<file path="src/rtl/mb_mapper_pkg.sv">
// Shared constants, state encoding and lane-mask decode for the mainband TX mapper controller.
package mb_mapper_pkg;

  localparam logic [1:0] MODE_0_7  = 2'b01;
  localparam logic [1:0] MODE_8_15 = 2'b10;
  localparam logic [1:0] MODE_0_15 = 2'b11;

  localparam int BEATS_8_LANES  = 32;
  localparam int BEATS_16_LANES = 16;
  localparam int MB_LANES       = 16;

  typedef enum logic [1:0] {
    ST_IDLE,
    ST_STREAM,
    ST_GAP
  } state_t;

  function automatic logic [MB_LANES-1:0] mode_to_mask(input logic [1:0] mode);
    case (mode)
      MODE_0_7:  return 16'h00FF;
      MODE_8_15: return 16'hFF00;
      MODE_0_15: return 16'hFFFF;
      default:   return 16'h0000;
    endcase
  endfunction

endpackage

</file>
<file path="src/rtl/mb_mapper_beat_cnt.sv">
// Loadable beat down-counter with zero flag; holds at zero.
module mb_mapper_beat_cnt
  import mb_mapper_pkg::*;
#(
  parameter int CNT_W = $clog2(BEATS_8_LANES) + 1
) (
  input  logic             i_clk,
  input  logic             i_rst,
  input  logic             i_load,
  input  logic [CNT_W-1:0] i_load_val,
  input  logic             i_dec,
  output logic [CNT_W-1:0] o_count,
  output logic             o_zero
);

  // NOTE: state registers use non-blocking assignments so every flop samples pre-edge values.
  always_ff @(posedge i_clk) begin
    if (i_rst) begin
      o_count <= '0;
    end else if (i_load) begin
      o_count <= i_load_val;
    end else if (i_dec && !o_zero) begin
      o_count <= o_count - 1'b1;
    end
  end

  assign o_zero = (o_count == '0);

endmodule

</file>
<file path="src/rtl/mb_tx_mapper_ctrl.sv">
// Mainband TX mapper sequencer: block handshake, N-beat enable, one-cycle idle gap, lane qualifiers.
// Optional block/abort statistics counters are built when MB_MAPPER_CTRL_STATS_EN is defined.
module mb_tx_mapper_ctrl
  import mb_mapper_pkg::*;
#(
  parameter int WIDTH     = 32,
  parameter int N_BYTES   = 1024,
  parameter int NUM_LANES = 16
) (
  input  logic                 i_clk,
  input  logic                 i_rst,
  input  logic                 i_valid,
  output logic                 o_ready,
  input  logic [1:0]           i_functional_tx_lanes,
  input  logic                 i_abort,
  output logic                 o_enable_mapper,
  output logic [1:0]           o_mapper_mode,
  output logic                 o_data_capture,
  output logic                 o_lane_valid,
  output logic                 o_last,
  output logic [NUM_LANES-1:0] o_lane_mask,
  output logic                 o_busy,
  output logic                 o_aborted,
  output logic [15:0]          o_blk_count,
  output logic [7:0]           o_abort_count
);

  localparam int BEATS_PER_LANE_SET = N_BYTES / (WIDTH / 8);
  localparam int BEATS_HALF = BEATS_PER_LANE_SET / (NUM_LANES / 2);
  localparam int BEATS_FULL = BEATS_PER_LANE_SET / NUM_LANES;
  localparam int CNT_W      = $clog2(BEATS_8_LANES) + 1;
  localparam logic [CNT_W-1:0] CNT_ONE = CNT_W'(1);

  state_t                 state_q, state_d;
  logic [1:0]             mode_q;
  logic [NUM_LANES-1:0]   mask_q;
  logic                   capture_q;
  logic                   lane_valid_q;
  logic                   aborted_q;
  logic                   accept;
  logic                   in_stream;
  logic [CNT_W-1:0]       beats_n;
  logic [CNT_W-1:0]       beat_cnt;
  logic                   beat_zero;

  assign in_stream = (state_q == ST_STREAM);
  assign o_ready   = (state_q == ST_IDLE) && (i_functional_tx_lanes != 2'b00) && !i_rst;
  assign accept    = i_valid && o_ready;
  assign beats_n   = (i_functional_tx_lanes == MODE_0_15) ? CNT_W'(BEATS_FULL) : CNT_W'(BEATS_HALF);

  // Counter freezes on abort so a trailing beat never sees the zero flag and raises o_last.
  mb_mapper_beat_cnt #(.CNT_W(CNT_W)) u_beat_cnt (
    .i_clk      (i_clk),
    .i_rst      (i_rst),
    .i_load     (accept),
    .i_load_val (beats_n),
    .i_dec      (in_stream && !i_abort),
    .o_count    (beat_cnt),
    .o_zero     (beat_zero)
  );

  // NOTE: next state gets a default before the case so no path leaves it unassigned (no latch).
  always_comb begin
    state_d = state_q;
    case (state_q)
      ST_IDLE:   if (accept) state_d = ST_STREAM;
      ST_STREAM: if (i_abort || beat_cnt == CNT_ONE) state_d = ST_GAP;
      ST_GAP:    state_d = ST_IDLE;
      default:   state_d = ST_IDLE;
    endcase
  end

  always_ff @(posedge i_clk) begin
    if (i_rst) begin
      state_q      <= ST_IDLE;
      mode_q       <= 2'b00;
      mask_q       <= '0;
      capture_q    <= 1'b0;
      lane_valid_q <= 1'b0;
      aborted_q    <= 1'b0;
    end else begin
      state_q      <= state_d;
      capture_q    <= accept;
      lane_valid_q <= in_stream;
      aborted_q    <= in_stream && i_abort;
      if (accept) begin
        mode_q <= i_functional_tx_lanes;
        mask_q <= mode_to_mask(i_functional_tx_lanes);
      end
    end
  end

  assign o_enable_mapper = in_stream;
  assign o_mapper_mode   = mode_q;
  assign o_data_capture  = capture_q;
  assign o_lane_valid    = lane_valid_q;
  assign o_last          = lane_valid_q && beat_zero;
  assign o_lane_mask     = mask_q;
  assign o_busy          = (state_q != ST_IDLE);
  assign o_aborted       = aborted_q;

`ifdef MB_MAPPER_CTRL_STATS_EN
  logic [15:0] blk_cnt_q;
  logic [7:0]  abort_cnt_q;

  // Block count wraps naturally; abort count saturates.
  always_ff @(posedge i_clk) begin
    if (i_rst) begin
      blk_cnt_q   <= '0;
      abort_cnt_q <= '0;
    end else begin
      if (o_last) blk_cnt_q <= blk_cnt_q + 16'd1;
      if (aborted_q && abort_cnt_q != 8'hFF) abort_cnt_q <= abort_cnt_q + 8'd1;
    end
  end

  assign o_blk_count   = blk_cnt_q;
  assign o_abort_count = abort_cnt_q;
`else
  assign o_blk_count   = '0;
  assign o_abort_count = '0;
`endif

endmodule

</file>
<file path="config.mk">
export PLATFORM = sky130hd
export DESIGN_NAME = mb_tx_mapper_ctrl
export DESIGN_NICKNAME = d
export VERILOG_FILES = /design/src/rtl/mb_mapper_pkg.sv /design/src/rtl/mb_mapper_beat_cnt.sv /design/src/rtl/mb_tx_mapper_ctrl.sv
export SDC_FILE = /design/constraint.sdc
export NUM_CORES = 1
export LEC_CHECK = 0
export BUFFER_PORTS_ARGS = -buffer_cell sky130_fd_sc_hd__buf_2
export CORE_UTILIZATION = 47
export DETAILED_ROUTE_END_ITERATION = 10
export GPL_TIMING_DRIVEN = 0
export MAX_ROUTING_LAYER = met4
export PLACE_DENSITY = 0.94
export SKIP_LAST_GASP = 1
export SLEW_MARGIN = 15
export SYNTH_ARGS = -nofsm -noshare
export SYNTH_HDL_FRONTEND = slang
export SYNTH_SLANG_ARGS = --single-unit
</file>
<file path="constraint.sdc">
create_clock -name i_clk -period 2.3 [get_ports i_clk]
set_input_delay 0.46 -clock i_clk [delete_from_list [all_inputs] [get_ports i_clk]]
set_output_delay 0.46 -clock i_clk [all_outputs]
set_load 0.05 [all_outputs]
</file>
==> flow_metrics.tcl <==
set metrics [dict create \
    tightestPinTransition_ns 0.530 \
    rsz0062_at_grt "no" \
    min-delay-start "i_abort" \
    cts_htree_levels 1 \
    synth-seq-area-share_pct 29.6 \
    detailedRoute.firstPassIterationCount 4 \
    status "complete, no violations" \
    end_kind "output pin" \
    postSynthAreaPerCell_um2 9.32 \
    vdd_ir_drop_max_mv 0.357 \
    worst-path-max-fanout 5 \
    port-buffer-count 30 \
    critical_path_start_type "register" \
    rr_startpoint "state_q[0]" \
    synth.ff_latch_count 15 \
    core_region_area_um2 2000 \
    synth_largest_type_area_fraction_pct 29.6 \
    die_area_um2 2350 \
    netlist-cell-type-count 34 \
    post_synth_inst_count 109 \
    final_core_util_pct 65.8 \
    hp-class "in2reg" \
    synth_warnings 0 \
    drv_cap 0 \
    report.final.slew_viol_count 0 \
    post_cts_resized 0 \
    final_count_of_negative_setup_slack_endpoints 0 \
    post_cts_buffers 0 \
    syn-cell-area_um2 1020 \
    gr-usage-all-layers_pct 18.1 \
    initial_core_util_pct 50.7 \
    floorplan.rows 16 \
    wl_mm 1.92 \
    grt_overflow_total 0 \
    multi_input_comb_area_um2 490 \
    final.setup.worst_slack_ns 0.309 \
    final.setup.tns_ns 0 \
    area.sequential_um2 300 \
    n_fill_cell 171 \
    clk_pin_slew_ns 0.08 \
    dp_hpwl_mm 1.56 \
    synth_area_leader_cell "dfxtp_1" \
    worstSkewPairLatency_ns 0.28 \
    fmax_mhz 502 \
    timing.reg2reg.worst_path_depth 5 \
    dieWidth_um 48.5 \
    wire_length_of_the_first_global_routing_pass_mm 3.19 \
    initialDrtViolationCount 9 \
    gpl.final_weighted_congestion 0.792 \
    holdBufCountCts 0 \
    clock_path_buffers 2 \
    io-pin-count 55 \
    initial_antenna_violation_count 0 \
    period_share_pct 86.5 \
    final_design_area_no_fill_um2 1320 \
    total_chip_power_mw 0.818 \
    clock_sink_count 15 \
    post-place-ws_ns 0.523 \
    routedWlPerCell_um 9.94 \
    leakagePower_nw 0.734 \
    crit_slowest_cell "nor4_4" \
    timing_worst_setup_path_type "reg2out" \
    routed-via-count 828 \
    timing.critical_path.arrival_ns 1.53 \
    worst_path_largest_cell_delay_ns 0.40 \
    post-route-drc-count 0 \
    worst_hold_path.num_cells 2 \
    ff2ff_setup_slack_ns 0.76 \
    timing.critical_path.cells "nor4_4 -> and3_1 -> buf_2" \
    crit-reg2reg-capture "u_beat_cnt.o_count[5]" \
    first_global_vias 755 \
    cts-root-buf "clkbuf_4" \
    period_minus_slack_ns 1.99 \
    crit_required_ns 1.84 \
    hold-path-endpoint "o_aborted" \
    area_growth_syn_to_layout_pct 29.7 \
    layout.nets 176 \
    drive_above_1_share_pct 49.4 \
    drtAntennaViolNets 0 \
    placed_cell_area_um2 1290 \
    cts_buffers 3 \
    num_antenna_cells 0 \
    clock_skew_ns 0.00145 \
    floorplan.die.height_um 48.5 \
    hold_viol_final 0 \
    yosys-top-cells-area "dfxtp_1 30%, buf_4 28%, ha_1 3.7%" \
    slew_headroom_pct 64.7 \
    tritoncts "built" \
    avgViaCountPerCell 4.29 \
    grt_max_degree 11 \
    power.density_nw_per_um2 621 \
]
[cell type report]
type                       instances  share of cell area (%)
inverter                           3                   0.855
buffer                            41                    23.2
clock buffer                       4                    1.99
timing repair buffer              30                    11.4
tap                               27                    2.56
multi-input combinational         73                    37.2
sequential                        15                    22.8
[cell usage after synthesis]
library cell	instances
o32ai_1	1
or2b_1	1
and2_1	1
nor3_2	2
o22ai_1	1
a211oi_1	3
xnor2_1	3
nor3_1	3
nor2b_1	4
nor4_4	1
a21oi_2	2
or3_4	1
nand2b_1	2
nor3_4	1
a21oi_1	1
a2bb2oi_1	2
a21o_1	1
buf_2	1
conb_1	1
inv_1	3
buf_4	38
or2_1	1
ha_1	3
or3_1	4
buf_6	1
nor3b_1	1
nand2_1	1
a22o_1	4
a31o_1	1
clkbuf_1	1
and3_1	1
or3b_4	1
dfxtp_1	15
nor2_1	2
[kinds of logic after synthesis]
family	after synthesis	share of synthesized area, %
XOR/XNOR	3	2.59
AO/OA/AOI/OAI	16	12.7
other	1	0.369
AND/OR/NAND/NOR	27	20.0
flip-flops	15	29.6
adder cells (fa/ha/maj)	3	3.69
buffers and inverters	44	31.2
[worst max path at each step]
stage                     startpoint  endpoint  depth (start not counted)
2_1_floorplan             state_q[0]   o_ready                          3
3_3_place_gp                   i_rst   o_ready                          4
3_5_place_dp                   i_rst   o_ready                          4
4_1_cts        u_beat_cnt.o_count[4]    o_last                          3
5_1_grt        u_beat_cnt.o_count[4]    o_last                          3
6_report       u_beat_cnt.o_count[4]    o_last                          3
[state kept, by name, indices dropped and copies added, names as in the netlist]
| register | count |
|---|---|
| o_mapper_mode | 2 |
| state_q | 2 |
| o_lane_valid | 1 |
| u_beat_cnt.o_count | 6 |
| o_lane_mask | 2 |
| o_data_capture | 1 |
| o_aborted | 1 |
[critical path, delay by kind of cell (launching register included)]
kind          cells  cell delay, ns
flops             1            0.38
buf+inv           1            0.26
simple gates      2            0.61
[per-stage QoR]
step	instances	hold WS, ns
detailed placement	189	0.457
global placement	189	0.450
CTS	193	0.425
global route	193	0.433
floorplan	132	0.491
finish	193	0.430
[cells in the final DEF (no fill, tap or decap), types with 2 or more instances in the layout]
| cell type | synthesis | routed |
|---|---|---|
| clkbuf_4 | 0 | 3 |
| a21oi_2 | 2 | 2 |
| buf_2 | 1 | 31 |
| nor2b_1 | 4 | 4 |
| nor2_1 | 2 | 2 |
| xnor2_1 | 3 | 3 |
| nand2b_1 | 2 | 2 |
| nor3_2 | 2 | 3 |
| or3_1 | 4 | 4 |
| a2bb2oi_1 | 2 | 2 |
| a22o_1 | 4 | 4 |
| conb_1 | 1 | 24 |
| nor3_1 | 3 | 2 |
| dfxtp_1 | 15 | 15 |
| buf_4 | 38 | 38 |
| a211oi_1 | 3 | 3 |
| inv_1 | 3 | 3 |
| ha_1 | 3 | 3 |
| clkbuf_1 | 1 | 2 |
[routing by layer]
metal,global-route usage (%),part of all wire [%],vias up
met4,10.3,2.4,0
li1,-,-,418
met5,-,0,-
met1,16.9,39,364
met2,34.0,51,41
met3,3.77,8.0,5
[power breakdown]
part	switching, mW	leakage (nW)	total (mW)	internal [mW]
Combinational	0.263	0.597	0.376	0.113
Sequential	0.0161	0.122	0.291	0.275
Clock	0.0831	0.0150	0.151	0.0675
(Power assumes the default switching activity.)
